===== src/rtl/softmax_exp_ctrl.sv =====
// Softmax front-end sequencer: finds the vector maximum, streams (x - max) into the exp block,
// stores the exp results in order and accumulates their saturating sum.
module softmax_exp_ctrl #(
  parameter int unsigned data_size      = 32,
  parameter int unsigned number_of_data = 10,
  parameter int unsigned addr_size      = 4,
  parameter int unsigned sum_size       = 36
) (
  input  logic                 clock_i,
  input  logic                 reset_n_i,
  input  logic                 start_i,
  output logic                 busy_o,
  output logic                 done_o,
  output logic                 rd_en_o,
  output logic [addr_size-1:0] rd_addr_o,
  input  logic [data_size-1:0] rd_data_i,
  output logic                 exp_start_o,
  output logic [data_size-1:0] exp_data_o,
  input  logic                 exp_valid_i,
  input  logic [data_size-1:0] exp_data_i,
  output logic                 wr_en_o,
  output logic [addr_size-1:0] wr_addr_o,
  output logic [data_size-1:0] wr_data_o,
  output logic [sum_size-1:0]  sum_o
);

  // One extra bit so the counters can hold N even when N == 2^addr_size.
  localparam int unsigned CntW = addr_size + 1;
  localparam logic [CntW-1:0] NumData = CntW'(number_of_data);
  localparam logic [CntW-1:0] CntOne = CntW'(1);
  localparam logic [data_size-1:0] SignedMin = {1'b1, {(data_size-1){1'b0}}};

  typedef enum logic [2:0] {StIdle, StMax, StExp, StDrain, StDone} state_e;

  state_e               state_q, state_d;
  logic [CntW-1:0]      cnt_q, cnt_d;
  logic [CntW-1:0]      res_cnt_q, res_cnt_d;
  logic [data_size-1:0] max_q, max_d;
  logic [sum_size-1:0]  sum_q, sum_d;

  logic                 rd_en;
  logic                 cmp_en;
  logic                 issue_en;
  logic                 collect_en;
  logic                 accept;
  logic [data_size:0]   diff;
  logic [data_size-1:0] diff_sat;
  logic [sum_size:0]    sum_add;

  // State register
  always_ff @(posedge clock_i or negedge reset_n_i) begin
    if (!reset_n_i) begin
      state_q <= StIdle;
    end else begin
      state_q <= state_d;
    end
  end

  // Next-state logic
  always_comb begin
    state_d = state_q;
    unique case (state_q)
      StIdle:  if (start_i) state_d = StMax;
      StMax:   if (cnt_q == NumData) state_d = StExp;
      StExp:   if (cnt_q == NumData) state_d = StDrain;
      StDrain: if (res_cnt_d == NumData) state_d = StDone;
      StDone:  state_d = StIdle;
      default: state_d = StIdle;
    endcase
  end

  // Output and strobe decode
  always_comb begin
    accept     = (state_q == StIdle) && start_i;
    rd_en      = ((state_q == StMax) || (state_q == StExp)) && (cnt_q < NumData);
    // Read data returns one cycle after each read, i.e. whenever the counter is past zero.
    cmp_en     = (state_q == StMax) && (cnt_q != '0);
    issue_en   = (state_q == StExp) && (cnt_q != '0);
    collect_en = ((state_q == StExp) || (state_q == StDrain)) && exp_valid_i &&
                 (res_cnt_q < NumData);

    busy_o      = (state_q == StMax) || (state_q == StExp) || (state_q == StDrain);
    done_o      = (state_q == StDone);
    rd_en_o     = rd_en;
    rd_addr_o   = rd_en ? cnt_q[addr_size-1:0] : '0;
    exp_start_o = issue_en;
    exp_data_o  = issue_en ? diff_sat : '0;
    wr_en_o     = collect_en;
    wr_addr_o   = collect_en ? res_cnt_q[addr_size-1:0] : '0;
    wr_data_o   = collect_en ? exp_data_i : '0;
    sum_o       = sum_q;
  end

  // Subtract at data_size+1 bits; clamp underflow to the signed minimum and anything
  // non-negative to zero, so the exp block never sees a positive argument.
  always_comb begin
    diff = {rd_data_i[data_size-1], rd_data_i} - {max_q[data_size-1], max_q};
    if (diff[data_size]) begin
      diff_sat = (diff[data_size-1] == 1'b0) ? SignedMin : diff[data_size-1:0];
    end else begin
      diff_sat = '0;
    end
  end

  // Datapath next-state
  always_comb begin
    cnt_d     = '0;
    res_cnt_d = res_cnt_q;
    max_d     = max_q;
    sum_d     = sum_q;
    sum_add   = {1'b0, sum_q} + {{(sum_size + 1 - data_size){1'b0}}, exp_data_i};

    if ((state_q == StMax) || (state_q == StExp)) begin
      cnt_d = (cnt_q == NumData) ? '0 : cnt_q + CntOne;
    end

    if (accept) begin
      max_d     = SignedMin;
      res_cnt_d = '0;
      sum_d     = '0;
    end

    if (cmp_en && ($signed(rd_data_i) > $signed(max_q))) begin
      max_d = rd_data_i;
    end

    if (collect_en) begin
      res_cnt_d = res_cnt_q + CntOne;
      sum_d     = sum_add[sum_size] ? '1 : sum_add[sum_size-1:0];
    end
  end

  always_ff @(posedge clock_i or negedge reset_n_i) begin
    if (!reset_n_i) begin
      cnt_q     <= '0;
      res_cnt_q <= '0;
      max_q     <= SignedMin;
      sum_q     <= '0;
    end else begin
      cnt_q     <= cnt_d;
      res_cnt_q <= res_cnt_d;
      max_q     <= max_d;
      sum_q     <= sum_d;
    end
  end

endmodule


===== config.mk =====
export PLATFORM = sky130hd
export DESIGN_NAME = softmax_exp_ctrl
export DESIGN_NICKNAME = d
export VERILOG_FILES = /design/src/rtl/softmax_exp_ctrl.sv
export SDC_FILE = /design/constraint.sdc
export NUM_CORES = 1
export LEC_CHECK = 0
export CORE_UTILIZATION = 45
export CTS_CLUSTER_DIAMETER = 120
export DETAILED_ROUTE_END_ITERATION = 10
export GPL_TIMING_DRIVEN = 0
export PLACE_DENSITY = 0.75
export SYNTH_ARGS = -nofsm -noshare
export SYNTH_HDL_FRONTEND = slang
export SYNTH_SLANG_ARGS = --single-unit
export TNS_END_PERCENT = 30

===== constraint.sdc =====
create_clock -name clock_i -period 5.9 [get_ports clock_i]
set_input_delay 1.18 -clock clock_i [delete_from_list [all_inputs] [get_ports clock_i]]
set_output_delay 1.18 -clock clock_i [all_outputs]
set_load 0.02 [all_outputs]

### Word level (Yosys, flattened, before mapping)

Index checks and enable logic that the tools add are counted.

| word-level totals | value |
|---|---|
| output and inout bits | 113 |
| flip-flop bits (word level) | 81 |

| operators by class | value |
|---|---|
| reduce and logical (&&, ||, !) cells | 15 |
| multiplexer cells | 20 |
| add/sub/neg operators | 4 |
| equal/unequal tests | 10 |
| magnitude comparators | 3 |

Operators by type and width:

| cell | number |
|---|---|
| 32-bit two-way mux | 5 |
| 36-bit two-way mux | 3 |
| 36-bit by 32-bit adder with 37-bit output | 1 |
| 32-bit by 32-bit subtractor with 33-bit output | 1 |
| 32-bit > comparator | 1 |
| 31-bit two-way mux | 1 |
| 5-bit two-way mux | 4 |
| 3-bit two-way mux | 4 |
| 3-bit one-hot mux with 4 select lines | 1 |
| 5-bit by 1-bit adder with 5-bit output (second input constant) | 2 |
| 5-bit by 4-bit == test with 1-bit output (second input constant) | 2 |
| 5-bit by 4-bit < comparator with 1-bit output (second input constant) | 2 |
| 4-bit two-way mux | 2 |
| 1-bit logical AND | 7 |
| 3-bit by 2-bit == test with 1-bit output (second input constant) | 2 |
| 5-bit nonzero test | 1 |
| 2-bit by 1-bit != test with 1-bit output (second input constant) | 2 |
| 2-bit != test (second input constant) | 2 |
| 4-bit AND reduction | 1 |
| 2-bit nonzero test | 2 |
| 3-bit by 1-bit == test with 1-bit output (second input constant) | 1 |
| 3-bit == test (second input constant) | 1 |
| 3-bit zero test | 1 |
| 1-bit logical OR | 3 |

### Depth between registers and ports, before layout

Gate-level depths: netlist of the first run.

| depth | value |
|---|---|
| depth in word-level cells | 8 |
| depth in mapped cells | 13 |
| depth with buffers taken out | 12 |

### Worst setup path after synthesis of the first run

Ideal clock, no wire load.

| path | value |
|---|---|
| kind | input -> output |
| start point | input port rd_data_i[4] |
| end point | output port exp_data_o[18] |
| stages on the path | 10 |
| path slack | 0.722 ns |
| path buffers | 0 |
| data arrival time | 3.998 ns |
| cells stage by stage | ha_1 > a21o_1 > or4_1 > o2bb2ai_2 > o21a_2 > o21ai_2 > a2111oi_4 > nand4_1 > nand2_1 > a21boi_0 |

| between the ends | value |
|---|---|
| word-level cells in the longest chain between the ends | 4 |

RTL lines:

| item | line | RTL |
|---|---|---|
| start: declaration | 16 | `input logic [data_size-1:0] rd_data_i,` |
| 32-bit by 32-bit subtractor with 33-bit output (*) | 97 | `diff = {rd_data_i[data_size-1], rd_data_i} - {max_q[data_size-1], max_q};` |
| 31-bit two-way mux | 99 | `diff_sat = (diff[data_size-1] == 1'b0) ? SignedMin : diff[data_size-1:0];` |
| 32-bit two-way mux (*) | 98 | `if (diff[data_size]) begin` |
| 32-bit two-way mux (*) | 87 | `exp_data_o = issue_en ? diff_sat : '0;` |
| end: declaration | 18 | `output logic [data_size-1:0] exp_data_o,` |

Every way passes the cells marked *; elsewhere a longest branch is shown, timed or not.

### Worst setup path in the final report of the first run

| path | value |
|---|---|
| start point | input port rd_data_i[0] |
| end point | output port exp_data_o[17] |

The elaborated chain is that of the path after synthesis.

==> results of run 1 <==
==> kinds of logic after synthesis <==
group	count (synthesis)	share of synthesized area
AO/OA/AOI/OAI	307	0.2559
AND/OR/NAND/NOR	296	0.1898
buffers and inverters	97	0.05024
flip-flops	81	0.2636
adder cells (fa/ha/maj)	70	0.1158
XOR/XNOR	56	0.06374
multiplexers	33	0.06098
==> layer usage <==
metal  global-route usage  share of wire
met5                    0              0
met4              0.08812          0.021
met3              0.04061          0.059
met2               0.4339           0.47
met1               0.3425           0.45
==> synthesized netlist by cell type (all sizes together) (31+ instances only) <==
master	instances	share of area
a21oi	106	0.069
nor2	87	0.043
dfrtp	80	0.26
ha	68	0.11
nand2	56	0.027
o21ai	56	0.037
inv	55	0.027
and3	47	0.038
a21o	43	0.042
clkbuf	39	0.019
nand3	31	0.020
xnor2	31	0.035
==> repair_timing <==
item / 4_1_cts / 5_1_grt
cloned: 0 / 0
pin swaps: 3 / 4
setup buffers: 1 / 3
endpoints found under the setup margin: 31 / 28
resized for setup: 48 / 65
hold buffers: 0 / 0
==> power by group <==
| group | switching (W) | total (W) | internal (W) |
|---|---|---|---|
| Combinational | 0.00201 | 0.00359 | 0.00158 |
| Clock | 0.000269 | 0.000562 | 0.000294 |
| Sequential | 0.000153 | 0.000940 | 0.000787 |
==> state kept, by name (all words and copies together) (netlist names) <==
register / flops
sum_o: 36
res_cnt_q: 5
cnt_q: 5
max_q: 32
state_q: 3
==> how the worst max path moves through the flow <==
| stage | start | endpoint | slack [ns] | cells after the start |
|---|---|---|---|---|
| after floorplan | rd_data_i[4] | exp_data_o[18] | 0.72 | 10 |
| after global placement | rd_data_i[0] | exp_data_o[21] | -0.56 | 14 |
| after detailed placement | rd_data_i[0] | exp_data_o[22] | -0.55 | 14 |
| after CTS | rd_data_i[0] | exp_data_o[29] | 0.0005 | 14 |
| after global routing | rd_data_i[0] | exp_data_o[17] | -0.08 | 14 |
| final | rd_data_i[0] | exp_data_o[17] | 0.04 | 14 |
==> area by class of cell <==
type,instances,area (um^2)
clock buffers,9,225.2
multi-input cells,762,5324
inverters,55,206.4
clock inverters,7,62.56
plain buffers,41,186.4
well taps,220,275.3
fillers,1550,6599
flip-flops and latches,81,2028
repair buffers,186,1735
==> metrics by stage <==
stage | TNS, ns | hold slack, ns | cell area, um^2
finish | 0 | 0.4899 | 10040
global placement | -14.44 | 0.4704 | 9772
floorplan | 0 | 0.4486 | 7695
CTS | 0 | 0.4914 | 10110
global route | -0.1162 | 0.5113 | 10040
detailed placement | -14.70 | 0.4807 | 9811
==> flow_summary.ini, run 1 <==
[yosys]
synth-main-ff-cell = dfrtp_1
ys_seq_elements = 81
ys_types = 69
yosysSeqAreaShare = 0.2636
syn-cell-area_um2 = 7695
syn_avg_cell_area_um2 = 8.186
synth_nets = 1078
yosysWarnings = 0
synth_edf_count = 0
async_flop_share = 1.000
syn_inst = 940

[pwr]
p_leak_nw = 4.581
power_density_nw_per_um2 = 506.8
power.total_w = 0.005090
vdd_drop_max_mv = 0.1996

[route]
drt_first_pass_iters = 7
ant_nets = 0
drc = 0
wl_um = 22610
drtIter0Drc = 463
wl_per_cell_um = 16.61
via_per_inst = 5.721
vias = 7786

[setup_path]
timing.rr.start = max_q[4]$_DFFE_PN0P_
path_max_fanout = 10
cp_slowest_cell = clkdlybuf4s50_1
crit_type = in2out
path_buf_inv = 4
crit_arrival_ns = 4.68
end_kind = output pin
r2r-end = max_q[13]$_DFFE_PN0P_
critPathLaunchType = primary input
crit_family = compound AO/OA/AOI/OAI gates
cp_cell_sequence = clkdlybuf4s50_1 -> inv_1 -> ha_1 -> fa_1 -> nand2b_1 -> a21oi_2 -> o2bb2ai_4 -> o21a_2 -> o21ai_4 -> a2111oi_4 -> a2111o_1 -> clkbuf_4 -> a21oi_1 -> clkdlybuf4s15_2
max_stage_delay_ns = 0.50
rrSetupSlack_ns = 2.33
cp.required_ns = 4.72
rr_worst_depth = 13

[finish]
syn2layout_area_growth_pct = 30.52
layout_commonest_cell = clkdlybuf4s50_1
final_cells = 1361
diodes = 0
finish.utilization = 0.6035
mostFrequentLayoutCells = clkdlybuf4s50_1 (148), a21oi_1 (102), nor2_1 (86)
nets = 1274
drive_above_1_share = 0.09202

[placed_design]
portBuffers = 180
gp_congestion = 0.9020
dp_cells = 1342
dpl.hpwl_um = 17450
place_ws_ns = -0.5534

[floorplanning]
start_util = 0.4624
fp.dieW_um = 132.8
io_pins = 181
die_h_um = 132.8
die_area_um2 = 17630
rows = 47
core-area_um2 = 16640

[run]
cap_violations = 0

[sta]
finalCritPeriodShare = 0.9938
setup_viol = 0
rsz0062_at_grt = true
slew-limit-headroom = 0.5004
period_needed_ns = 5.864
maxSlewViolCount = 0
max_freq_mhz = 170.5
hold_viol = 0
skew_ns = 0.01412
setup_ws_ns = 0.03632
worst_slew_pin_slew_ns = 0.7444

[global_route]
grt_pass1_wl_um = 37140
grt_pass1_vias = 7496
grt-ovfl-total = 0
grt_usage = 0.2602
grt_max_degree = 52
antenna_found_initial = 0

[clocking]
cts-root-buf = clkbuf_16
htree_levels = 3
clockBufferDepth = 2
cts_made_buffers = 9
clk_pin_slew_ns = 0.08
worstSkewPairLatency_ns = 0.36
tritoncts = built
cts.sinks = 81

[hold_path]
whs_path_depth = 1
hp-start = cnt_q[0]$_DFF_PN0_
hold_end = cnt_q[0]$_DFF_PN0_
holdCritPathClass = reg2reg

[status]
status = finished clean
No activity file was read; power rests on OpenSTA's default activity.
==> run 2: changes to the inputs <==
--- a/config.mk
+++ b/config.mk
@@ -10,6 +10,7 @@
 export DETAILED_ROUTE_END_ITERATION = 10
 export GPL_TIMING_DRIVEN = 0
 export PLACE_DENSITY = 0.75
+export SLEW_MARGIN = 5
 export SYNTH_ARGS = -nofsm -noshare
 export SYNTH_HDL_FRONTEND = slang
 export SYNTH_SLANG_ARGS = --single-unit
==> constraint.sdc (replaced) <==
create_clock -name clock_i -period 7.1 [get_ports clock_i]
set_input_delay 1.42 -clock clock_i [delete_from_list [all_inputs] [get_ports clock_i]]
set_output_delay 1.42 -clock clock_i [all_outputs]
set_load 0.02 [all_outputs]
==> run 2 against run 1 <==
- global-route usage down 0.058 points
- first-iteration DRC count up 16%
- hold slack better by 0.0031 ns
- sequential power down 17%
- critical path depth unchanged
- non-clock buffer count down 1
- wire length up 0.18%
- cell area up 0.83%
- sequential share of layout area down 0.17 points
- sequential cell count unchanged
- die area unchanged
- clock skew down 0.0020 ns
- largest cell class unchanged
==> flow_summary.ini, run 2 (same netlist as run 1, synthesis figures left out) <==
[pwr]
vdd_drop_max_mv = 0.1586
power.total_w = 0.004219
p_leak_nw = 4.522
pwr-share-clk = 0.111
p_int_w = 0.002216
p_comb_frac = 0.704
power.switching_w = 0.002004
p_seq_frac = 0.185
p_sw_frac = 0.4749
power_density_nw_per_um2 = 416.6

[placed_design]
gp_congestion = 0.9020
portBuffers = 180
dpl.hpwl_um = 17540

[setup_path]
end_kind = output pin
path_max_fanout = 10
cp.required_ns = 5.68
rrSetupSlack_ns = 3.56
max_stage_delay_ns = 0.65
critPathLaunchType = primary input
cp_slowest_cell = clkdlybuf4s50_1
cp_cell_sequence = clkdlybuf4s50_1 -> inv_1 -> ha_1 -> fa_1 -> nand2b_1 -> a21oi_1 -> o2bb2ai_2 -> o21a_2 -> o21ai_4 -> a2111oi_4 -> a2111o_1 -> clkbuf_2 -> a21oi_1 -> clkdlybuf4s50_1
crit_arrival_ns = 5.48
crit_type = in2out

[status]
status = finished clean

[hold_path]
holdCritPathClass = reg2reg

[global_route]
grt-ovfl-total = 0
grt_max_degree = 52
grt_usage = 0.2596
grt_pass1_vias = 7473
grt_pass1_wl_um = 37020
antenna_found_initial = 0

[route]
wl_um = 22650
vias = 7769
drt_first_pass_iters = 7
ant_nets = 0
wl_per_cell_um = 16.65
via_per_inst = 5.713
drc = 0
drtIter0Drc = 537

[finish]
diodes = 0
syn2layout_area_growth_pct = 31.61
mostFrequentLayoutCells = clkdlybuf4s50_1 (179), a21oi_1 (105), nor2_1 (86)
nets = 1273
nFillCells = 1558
largest_reg_flops = 36
drive_above_1_share = 0.06140
layout_commonest_cell = clkdlybuf4s50_1

[sta]
finalCritPeriodShare = 0.9713
hold_viol = 0
setup_tns_ns = 0
rsz0062_at_grt = false
skew_ns = 0.01216
maxSlewViolCount = 0
max_freq_mhz = 145.0
period_needed_ns = 6.896
slew-limit-headroom = 0.5097
setup_viol = 0
worst_slew_pin_slew_ns = 0.7306

[clocking]
clk_pin_slew_ns = 0.07
htree_levels = 3
tritoncts = built
cts_made_buffers = 9
worstSkewPairLatency_ns = 0.36
clockBufferDepth = 2
cts-root-buf = clkbuf_16
hold_buffers = 0
cts.sinks = 81

[floorplanning]
core-area_um2 = 16640
start_util = 0.4624
rows = 47
fp.dieW_um = 132.8
die_h_um = 132.8
die_area_um2 = 17630
io_pins = 181

[run]
cap_violations = 0
run 2: power by group through the flow:
stage	Combinational [W]	Clock, W	Sequential [W]
2_1_floorplan	0.00199	0	0.000867
3_3_place_gp	0.00288	0	0.000778
3_5_place_dp	0.00292	0	0.000788
4_1_cts	0.00295	0.000473	0.000780
5_1_grt	0.00327	0.000494	0.000802
6_report	0.00297	0.000467	0.000781
run 2: final timing paths:
path | startpoint | cells past startpoint | endpoint
worst max-delay path | rd_data_i[0] | 14 | exp_data_o[22]
worst min-delay path | cnt_q[0]$_DFF_PN0_ | 1 | cnt_q[0]$_DFF_PN0_
worst max register to register | max_q[4]$_DFFE_PN0P_ | 12 | max_q[13]$_DFFE_PN0P_
worst min register to register | cnt_q[0]$_DFF_PN0_ | 1 | cnt_q[0]$_DFF_PN0_
max in group asynchronous | reset_n_i | 2 | max_q[31]$_DFFE_PN1P_
min in group asynchronous | reset_n_i | 1 | sum_o[8]$_DFFE_PN0P_
run 2: final cells by class:
cell class                 count  area (um^2)  area share
buffer                        42        182.7     0.01804
tap                          220        275.3     0.02718
timing repair buffer         184         1847      0.1824
clock buffer                   9        225.2     0.02224
clock inverter                 7        62.56    0.006177
inverter                      55        206.4     0.02039
sequential                    81         2028      0.2003
multi-input combinational    762         5300      0.5234
run 2: per-stage QoR:
stage / instances / worst slack, ns / hold WS, ns / instance area (um^2) / util
finish: 1360 / 0.2037 / 0.4930 / 10130 / 0.6085
floorplan: 940 / 1.442 / 0.4486 / 7695 / -
detailed placement: 1342 / 0.1518 / 0.4829 / 9808 / 0.5894
CTS: 1358 / 0.1291 / 0.4945 / 10100 / 0.6066
global route: 1360 / 0.01001 / 0.5158 / 10130 / 0.6085
global placement: 1340 / 0.1649 / 0.4704 / 9772 / 0.5872
run 2: repair_timing:
action                     CTS  global route
setup buffers                0             2
setup endpoints to repair    0            23
gates resized for setup      0             8
run 2: worst max-delay path, delay by kind of cell:
kind / cells / cell delay [ns]
buffers and inverters: 4 / 1.47
AO/OA/AOI/OAI: 7 / 1.77
AND/OR/NAND/NOR: 1 / 0.19
adder cells (fa/ha/maj): 2 / 0.62
run 2: layer usage:
| metal | track usage | vias up | wire length, um |
|---|---|---|---|
| met5 | 0 | - | 0 |
| met4 | 0.08876 | 0 | 488 |
| met3 | 0.03908 | 33 | 1419 |
| met2 | 0.4363 | 268 | 10690 |
| met1 | 0.3395 | 3653 | 10050 |
| li1 | - | 3815 | - |
